### config.mk
export PLATFORM = sky130hd
export DESIGN_NAME = reg_file_sb_flat
export DESIGN_NICKNAME = d
export VERILOG_FILES = /design/src/rtl/reg_file_sb_if.sv /design/src/rtl/reg_file_sb.sv /design/src/flat_wrapper.sv
export SDC_FILE = /design/constraint.sdc
export NUM_CORES = 1
export LEC_CHECK = 0
export BUFFER_PORTS_ARGS = -buffer_cell sky130_fd_sc_hd__buf_4
export CELL_PAD_IN_SITES_DETAIL_PLACEMENT = 1
export CELL_PAD_IN_SITES_GLOBAL_PLACEMENT = 1
export CORE_ASPECT_RATIO = 2
export CORE_MARGIN = 10
export CORE_UTILIZATION = 47
export DETAILED_ROUTE_END_ITERATION = 10
export GPL_TIMING_DRIVEN = 1
export PLACE_DENSITY_LB_ADDON = 0.1
export SLEW_MARGIN = 25
export SYNTH_ARGS = -nofsm -noshare
export SYNTH_HDL_FRONTEND = slang
export SYNTH_SLANG_ARGS = --single-unit
### constraint.sdc
create_clock -name clk -period 7.1 [get_ports clk]
set_clock_uncertainty 0.1 [all_clocks]
set_input_delay 1.065 -clock clk [delete_from_list [all_inputs] [get_ports clk]]
set_output_delay 1.065 -clock clk [all_outputs]
set_load 0.1 [all_outputs]
### src/rtl/reg_file_sb_if.sv
// Bus bundle for reg_file_sb: writeback, two read ports and the issue-side scoreboard.
// The master side drives indices, strobes and data; the slave side returns read data and busy status.
interface reg_file_sb_if #(
    parameter int DATA_WIDTH = 8,
    parameter int ADDR_WIDTH = 3,
    parameter int CNT_W      = 4
);
    logic                  wr_en;
    logic [ADDR_WIDTH-1:0] rd;
    logic [DATA_WIDTH-1:0] din;
    logic [ADDR_WIDTH-1:0] rs1;
    logic [ADDR_WIDTH-1:0] rs2;
    logic [DATA_WIDTH-1:0] r1;
    logic [DATA_WIDTH-1:0] r2;
    logic                  busy1;
    logic                  busy2;
    logic                  alloc_en;
    logic [ADDR_WIDTH-1:0] alloc_rd;
    logic                  alloc_stall;
    logic [CNT_W-1:0]      busy_cnt;

    modport master (
        output wr_en, rd, din, rs1, rs2, alloc_en, alloc_rd,
        input  r1, r2, busy1, busy2, alloc_stall, busy_cnt
    );

    modport slave (
        input  wr_en, rd, din, rs1, rs2, alloc_en, alloc_rd,
        output r1, r2, busy1, busy2, alloc_stall, busy_cnt
    );
endinterface

### src/rtl/reg_file_sb.sv
// Register file with two combinational read ports, one write port and a per-register
// busy scoreboard so the issue stage can see RAW/WAW hazards directly.
module reg_file_sb #(
    parameter int DATA_WIDTH = 8,
    parameter int ADDR_WIDTH = 3,
    parameter int NUM_REGS   = 8,
    parameter int ZERO_REG   = 1,
    parameter int BYPASS     = 1
) (
    input  logic          clk,
    input  logic          rst_n,
    reg_file_sb_if.slave  bus
);
    localparam int CNT_W = $clog2(NUM_REGS + 1);

    logic [DATA_WIDTH-1:0] regs_q [NUM_REGS];
    logic [DATA_WIDTH-1:0] regs_d [NUM_REGS];
    logic [NUM_REGS-1:0]   busy_q;
    logic [NUM_REGS-1:0]   busy_d;
    logic [CNT_W-1:0]      busy_cnt_q;
    logic [CNT_W-1:0]      busy_cnt_d;

    logic [DATA_WIDTH-1:0] r1_raw, r2_raw;
    logic                  b1_raw, b2_raw, b_alloc, b_wr;
    logic                  v1, v2, v_alloc, v_wr;
    logic                  fwd1, fwd2, stall, alloc_ok, cnt_inc, cnt_dec;

    function automatic logic idx_valid(input logic [ADDR_WIDTH-1:0] idx);
        return (32'(idx) < NUM_REGS) && !((ZERO_REG != 0) && (idx == '0));
    endfunction

    always_comb begin
        r1_raw  = '0;
        r2_raw  = '0;
        b1_raw  = 1'b0;
        b2_raw  = 1'b0;
        b_alloc = 1'b0;
        b_wr    = 1'b0;
        // Loop-based muxes keep out-of-range indices from touching the array.
        for (int i = 0; i < NUM_REGS; i++) begin
            if (bus.rs1 == ADDR_WIDTH'(i)) begin
                r1_raw = regs_q[i];
                b1_raw = busy_q[i];
            end
            if (bus.rs2 == ADDR_WIDTH'(i)) begin
                r2_raw = regs_q[i];
                b2_raw = busy_q[i];
            end
            if (bus.alloc_rd == ADDR_WIDTH'(i)) b_alloc = busy_q[i];
            if (bus.rd == ADDR_WIDTH'(i))       b_wr    = busy_q[i];
        end

        v1      = idx_valid(bus.rs1);
        v2      = idx_valid(bus.rs2);
        v_alloc = idx_valid(bus.alloc_rd);
        v_wr    = idx_valid(bus.rd);
        fwd1    = (BYPASS != 0) && bus.wr_en && (bus.rd == bus.rs1);
        fwd2    = (BYPASS != 0) && bus.wr_en && (bus.rd == bus.rs2);

        // A same-cycle writeback to the target retires the old producer, so no WAW stall.
        stall    = bus.alloc_en && v_alloc && b_alloc && !(bus.wr_en && (bus.rd == bus.alloc_rd));
        alloc_ok = bus.alloc_en && v_alloc && !stall;

        regs_d = regs_q;
        busy_d = busy_q;
        for (int i = 0; i < NUM_REGS; i++) begin
            if (bus.wr_en && v_wr && (bus.rd == ADDR_WIDTH'(i))) regs_d[i] = bus.din;
            if (alloc_ok && (bus.alloc_rd == ADDR_WIDTH'(i)))    busy_d[i] = 1'b1;
            else if (bus.wr_en && (bus.rd == ADDR_WIDTH'(i)))    busy_d[i] = 1'b0;
        end

        cnt_inc    = alloc_ok && !b_alloc;
        cnt_dec    = bus.wr_en && v_wr && b_wr && !(alloc_ok && (bus.alloc_rd == bus.rd));
        busy_cnt_d = busy_cnt_q + CNT_W'(cnt_inc) - CNT_W'(cnt_dec);

        bus.r1          = '0;
        bus.r2          = '0;
        bus.busy1       = 1'b0;
        bus.busy2       = 1'b0;
        bus.alloc_stall = 1'b0;
        bus.busy_cnt    = '0;
        if (rst_n) begin
            bus.r1          = !v1 ? '0 : (fwd1 ? bus.din : r1_raw);
            bus.r2          = !v2 ? '0 : (fwd2 ? bus.din : r2_raw);
            bus.busy1       = v1 && b1_raw && !fwd1;
            bus.busy2       = v2 && b2_raw && !fwd2;
            bus.alloc_stall = stall;
            bus.busy_cnt    = busy_cnt_q;
        end
    end

    always_ff @(posedge clk) begin
        if (!rst_n) begin
            for (int i = 0; i < NUM_REGS; i++) regs_q[i] <= '0;
            busy_q     <= '0;
            busy_cnt_q <= '0;
        end else begin
            regs_q     <= regs_d;
            busy_q     <= busy_d;
            busy_cnt_q <= busy_cnt_d;
        end
    end
endmodule
### src/flat_wrapper.sv
// flat-port wrapper written by rule: the top's interface ports become plain ports
module reg_file_sb_flat 
#(
    parameter int DATA_WIDTH = 8,
    parameter int ADDR_WIDTH = 3,
    parameter int NUM_REGS   = 8,
    parameter int ZERO_REG   = 1,
    parameter int BYPASS     = 1
)
  (clk, rst_n, bus_wr_en, bus_rd, bus_din, bus_rs1, bus_rs2, bus_alloc_en, bus_alloc_rd, bus_r1, bus_r2, bus_busy1, bus_busy2, bus_alloc_stall, bus_busy_cnt);
  reg_file_sb_if #(.DATA_WIDTH(DATA_WIDTH), .ADDR_WIDTH(ADDR_WIDTH)) bus_i ();
  input  logic clk;
  input  logic rst_n;
  input wire logic [$bits(bus_i.wr_en)-1:0] bus_wr_en;
  input wire logic [$bits(bus_i.rd)-1:0] bus_rd;
  input wire logic [$bits(bus_i.din)-1:0] bus_din;
  input wire logic [$bits(bus_i.rs1)-1:0] bus_rs1;
  input wire logic [$bits(bus_i.rs2)-1:0] bus_rs2;
  input wire logic [$bits(bus_i.alloc_en)-1:0] bus_alloc_en;
  input wire logic [$bits(bus_i.alloc_rd)-1:0] bus_alloc_rd;
  output wire logic [$bits(bus_i.r1)-1:0] bus_r1;
  output wire logic [$bits(bus_i.r2)-1:0] bus_r2;
  output wire logic [$bits(bus_i.busy1)-1:0] bus_busy1;
  output wire logic [$bits(bus_i.busy2)-1:0] bus_busy2;
  output wire logic [$bits(bus_i.alloc_stall)-1:0] bus_alloc_stall;
  output wire logic [$bits(bus_i.busy_cnt)-1:0] bus_busy_cnt;
  assign bus_i.wr_en = bus_wr_en;
  assign bus_i.rd = bus_rd;
  assign bus_i.din = bus_din;
  assign bus_i.rs1 = bus_rs1;
  assign bus_i.rs2 = bus_rs2;
  assign bus_i.alloc_en = bus_alloc_en;
  assign bus_i.alloc_rd = bus_alloc_rd;
  assign bus_r1 = bus_i.r1;
  assign bus_r2 = bus_i.r2;
  assign bus_busy1 = bus_i.busy1;
  assign bus_busy2 = bus_i.busy2;
  assign bus_alloc_stall = bus_i.alloc_stall;
  assign bus_busy_cnt = bus_i.busy_cnt;
  reg_file_sb #(.DATA_WIDTH(DATA_WIDTH), .ADDR_WIDTH(ADDR_WIDTH), .NUM_REGS(NUM_REGS), .ZERO_REG(ZERO_REG), .BYPASS(BYPASS)) u_core (.clk(clk), .rst_n(rst_n), .bus(bus_i));
endmodule
**Word-level counts from Yosys, hierarchy flattened**

Index checks and enable logic that the tools add are counted.

- Logic and storage cells: 183
- Bits of input ports: 24
- Output and inout bits: 23
- Flip-flop bits (word level): 68

- Muxes and demuxes: 72
- $add $sub $neg: 2
- Equal/unequal tests: 32
- Reduce and logical (&&, ||, !) cells: 61

Operators with widths:

| kind | count |
|---|---|
| 2-to-1 mux 8 bit | 20 |
| 2-to-1 mux 1 bit | 51 |
| == test 3 bit (second input constant) | 16 |
| logical AND 1 bit | 39 |
| == test 3 x 2 -> 1 bit (second input constant) | 8 |
| nonzero test 2 bit | 8 |
| == test 3 x 1 -> 1 bit (second input constant) | 4 |
| == test 3 bit | 4 |
| zero test 3 bit | 4 |
| zero test 1 bit | 10 |
| adder 4 x 1 -> 4 bit | 1 |
| 2-to-1 mux 4 bit | 1 |
| subtractor 4 x 1 -> 4 bit | 1 |

**Logic depth before layout (Yosys ltp)**

- Depth after elaboration: 17
- Depth in mapped cells: 13
- Depth with buffers taken out: 11

**Worst setup path before layout**

Ideal clock, no wire load.

- Kind: input -> output
- Start point: input port bus_alloc_rd[1]
- End point: output port bus_alloc_stall
- Cell stages on the path: 4
- Data required time: 5935 ps
- Slack: 2002 ps
- Data arrival time: 3933 ps
- Path through: buf_6 > mux4_2 > nand2b_2 > a221oi_1

- Word-level cells in the longest chain between the ends: 12

RTL lines:

| what | line | source |
|---|---|---|
| from (decl) | flat_wrapper.sv:20 | `input wire logic [$bits(bus_i.alloc_rd)-1:0] bus_alloc_rd;` |
| zero test 3 bit | reg_file_sb.sv:29, reg_file_sb.sv:49 |  |
| 2-to-1 mux 1 bit (8 in a row) | reg_file_sb.sv:49 | `if (bus.alloc_rd == ADDR_WIDTH'(i)) b_alloc = busy_q[i];` |
| logical AND 1 bit | reg_file_sb.sv:61 | `stall = bus.alloc_en && v_alloc && b_alloc && !(bus.wr_en && (bus.rd == bus.alloc_rd));` |
| logical AND 1 bit * | reg_file_sb.sv:61 |  |
| 2-to-1 mux 1 bit * | reg_file_sb.sv:82 | `if (rst_n) begin` |
| to (decl) | flat_wrapper.sv:25 | `output wire logic [$bits(bus_i.alloc_stall)-1:0] bus_alloc_stall;` |

Mark *: on every way between the ends. The rest lies on a longest branch, timed or not.

**Worst setup path after layout**

- Start point: input port bus_rs1[0]
- End point: output port bus_r1[0]

- Word-level cells in the longest chain between the ends: 11

RTL lines:

| what | line | source |
|---|---|---|
| from (decl) | flat_wrapper.sv:17 | `input wire logic [$bits(bus_i.rs1)-1:0] bus_rs1;` |
| == test 3 x 1 -> 1 bit | reg_file_sb.sv:41 | `if (bus.rs1 == ADDR_WIDTH'(i)) begin` |
| 2-to-1 mux 8 bit (7 in a row) | reg_file_sb.sv:41 |  |
| 2-to-1 mux 8 bit | reg_file_sb.sv:83 | `bus.r1 = !v1 ? '0 : (fwd1 ? bus.din : r1_raw);` |
| 2-to-1 mux 8 bit * | reg_file_sb.sv:83 |  |
| 2-to-1 mux 8 bit * | reg_file_sb.sv:82 |  |
| to (decl) | flat_wrapper.sv:21 | `output wire logic [$bits(bus_i.r1)-1:0] bus_r1;` |

Marked as above.

==> flow_summary.yaml <==
run_status:
  outcome: "finished clean"
synth:
  syn_nets: 604
  syn_avg_cell_area_um2: 7.744
  synth_edf_count: 0
  synth.distinct_cells: 52
  yosys.area.top_type: "dfxtp_1"
  synth.area.top_cells: "dfxtp_1 31%, nand2_1 11%, a21boi_0 8.3%"
  synth.top_cell.area_share_pct: 30.57
  ys_ff_latch: 68
  synthFlopType: "dfxtp_1"
  async_reset_ff_share_pct: 0
  yosysWarnings: 0
  synthesis.area_um2: 4453
  ys_seq_area_share_pct: 30.57
  syn_inst: 575
detailed_routing:
  dr.first_iter.drc_count: 359
  dr.pass1.iters: 5
  wire_per_inst_um: 23.11
  drc: 0
  antenna_left: 0
  vias_per_cell: 6.415
  totalWireLength_mm: 15.85
  vias: 4401
power_and_ir_drop:
  p_sw_share_pct: 30.77
  p_leak_nw: 1.742
  peakVddDrop_mv: 0.1745
  combPwrFrac_pct: 22.6
  p_int_mw: 0.8334
  total_power_mw: 1.204
  p_per_area_nw_per_um2: 240.4
  p_switching_mw: 0.3705
  pwr-share-clk_pct: 43.3
  seq_power_share_pct: 34.2
floorplanning:
  initial_core_util_pct: 47.77
  rows: 50
  ios: 47
  core-area_um2: 9321
  die_w_um: 88.83
  die_area_um2: 14000
  fp.dieH_um: 157.7
clocking:
  clock_sinks: 68
  cts-root-buf: "clkbuf_16"
  clkTransAtPathRegs_ns: 0.05
  clk_path_buf_depth: 2
  clk_latency_ns: 0.34
  postCtsSetupBuffers: 0
  cts_hold_buf: 0
  cts_tree: "done"
  cts_max_level: 3
  ctsResizeCount: 0
  cts_made_buffers: 9
setup_path:
  cp-end-kind: "output port"
  path_class: "input port to output port"
  cp.required_ns: 5.93
  critPathMaxFanout: 52
  arrival_ns: 3.28
  critical_path.startpoint_type: "input port"
global_route:
  antenna_found_initial: 0
  track_usage_pct: 23.47
  grt_pass1_wl_mm: 25.33
  grt_max_degree: 81
  grt_pass1_vias: 4691
  grt-ovfl-total: 0
sta:
  finalCritPeriodShare_pct: 62.54
  min_period_ns: 4.440
  tns_ns: 0
  finalHoldWorstSlack_ns: 0.3790
  rsz0062_at_grt: "no"
  fmax_mhz: 225.2
  slew_headroom_pct: 41.37
  worstMarginPinSlew_ns: 0.8763
  finalMaxSlewViolations: 0
  final-hold-violation-count: 0
  finalSetupViolCount: 0
final_layout:
  design_area_um2: 5007
  final_nets: 607
  area_delta_synth_final_pct: 12.45
  mostFrequentLayoutCells: "130 x nand2_1, 68 x dfxtp_1, 49 x a21boi_0, 46 x buf_4, 26 x inv_1"
  layout-drive-gt1-share_pct: 14.09
  final_common_cell: "nand2_1"
  fillers: 1173
  antenna_cells: 0
placed_design:
  portBuffers: 46
  gp_congestion: 0.8747
  dp_hpwl_mm: 11.02
  place_area_um2: 4668
hold_path:
  hold_class: "flop to flop"
flow_run:
  maxCapViolCount: 0
[worst max-delay path: stages]
cell and delay (ns):
buf_4 0.42, xnor2_1 0.22, nand4_1 0.66, o311a_1 0.33
a21oi_1 0.23, buf_4 0.33
[final timing paths]
kind	start	to	slack, ns	cells after the start
worst min register to register	u_core.regs_q[41]	u_core.regs_q[41]	0.38	2
worst max register to register	u_core.busy_q[3]	u_core.busy_cnt_q[2]	4.47	10
worst max-delay path	bus_rs1[0]	bus_r1[0]	2.66	6
worst min-delay path	u_core.regs_q[41]	u_core.regs_q[41]	0.38	2
[power groups by stage]
stage                     clock network [mW]  registers, mW  logic, mW
final                                  0.521          0.411      0.272
after global routing                   0.538          0.412      0.293
after CTS                              0.521          0.411      0.273
after detailed placement                   0          0.419      0.270
after global placement                     0          0.418      0.262
after floorplan                            0          0.414      0.213
[metrics by stage]
| stage | setup slack (ns) | util, % | instances |
|---|---|---|---|
| after CTS | 2.714 | 53.72 | 686 |
| after floorplan | 2.002 | - | 575 |
| after global routing | 2.437 | 53.72 | 686 |
| final | 2.660 | 53.72 | 686 |
| after global placement | 2.901 | 50.08 | 671 |
| after detailed placement | 2.802 | 50.08 | 671 |
[synth_stat cells, drive strengths merged, types with 6 or more instances]
cell,count
a221oi,9
o21ai,20
clkbuf,22
mux2i,11
nor2,11
nand3,10
a21oi,21
xnor2,9
buf,32
o211ai,14
nand4,6
inv,26
dfxtp,68
a32oi,7
a2bb2oi,9
nand4b,8
a31oi,16
mux2,10
nand2,130
nor3,10
nand3b,7
a21o,9
a21boi,57
and2,9
[layer usage]
metal	track usage [%]	part of all wire, %	vias up
li1	-	-	2041
met1	25.19	38	2178
met2	41.14	53	130
met3	4.478	4.5	52
met4	13.17	4.5	0
met5	0	0	-
[flip-flops by register name, summed over array words and instances, names as in the netlist]
signal	count
u_core.busy_q	8
u_core.busy_cnt_q	4
u_core.regs_q	56
[kinds of logic (layout without fill, tap and decap cells)]
family,count (synthesis),in the layout,share of synthesized area [%]
DFF,68,68,30.57
buffers and inverters,80,87,8.036
and+or+nand+nor,204,204,21.02
adders and majority gates,5,5,1.574
xor gates and xnor gates,13,13,2.557
muxes,25,25,7.025
AOI/OAI and AO/OA,180,180,29.22
[layout make-up]
class / count / area, um2 / share of cell area (%)
tap: 104 / 130.1 / 2.599
inverter: 26 / 97.59 / 1.949
timing repair buffer: 46 / 345.3 / 6.897
multi-input combinational: 427 / 2734 / 54.60
sequential: 68 / 1361 / 27.19
clock buffer: 10 / 239.0 / 4.773
clock inverter: 5 / 100.1 / 1.999
Power figures use the tool's default switching activity.
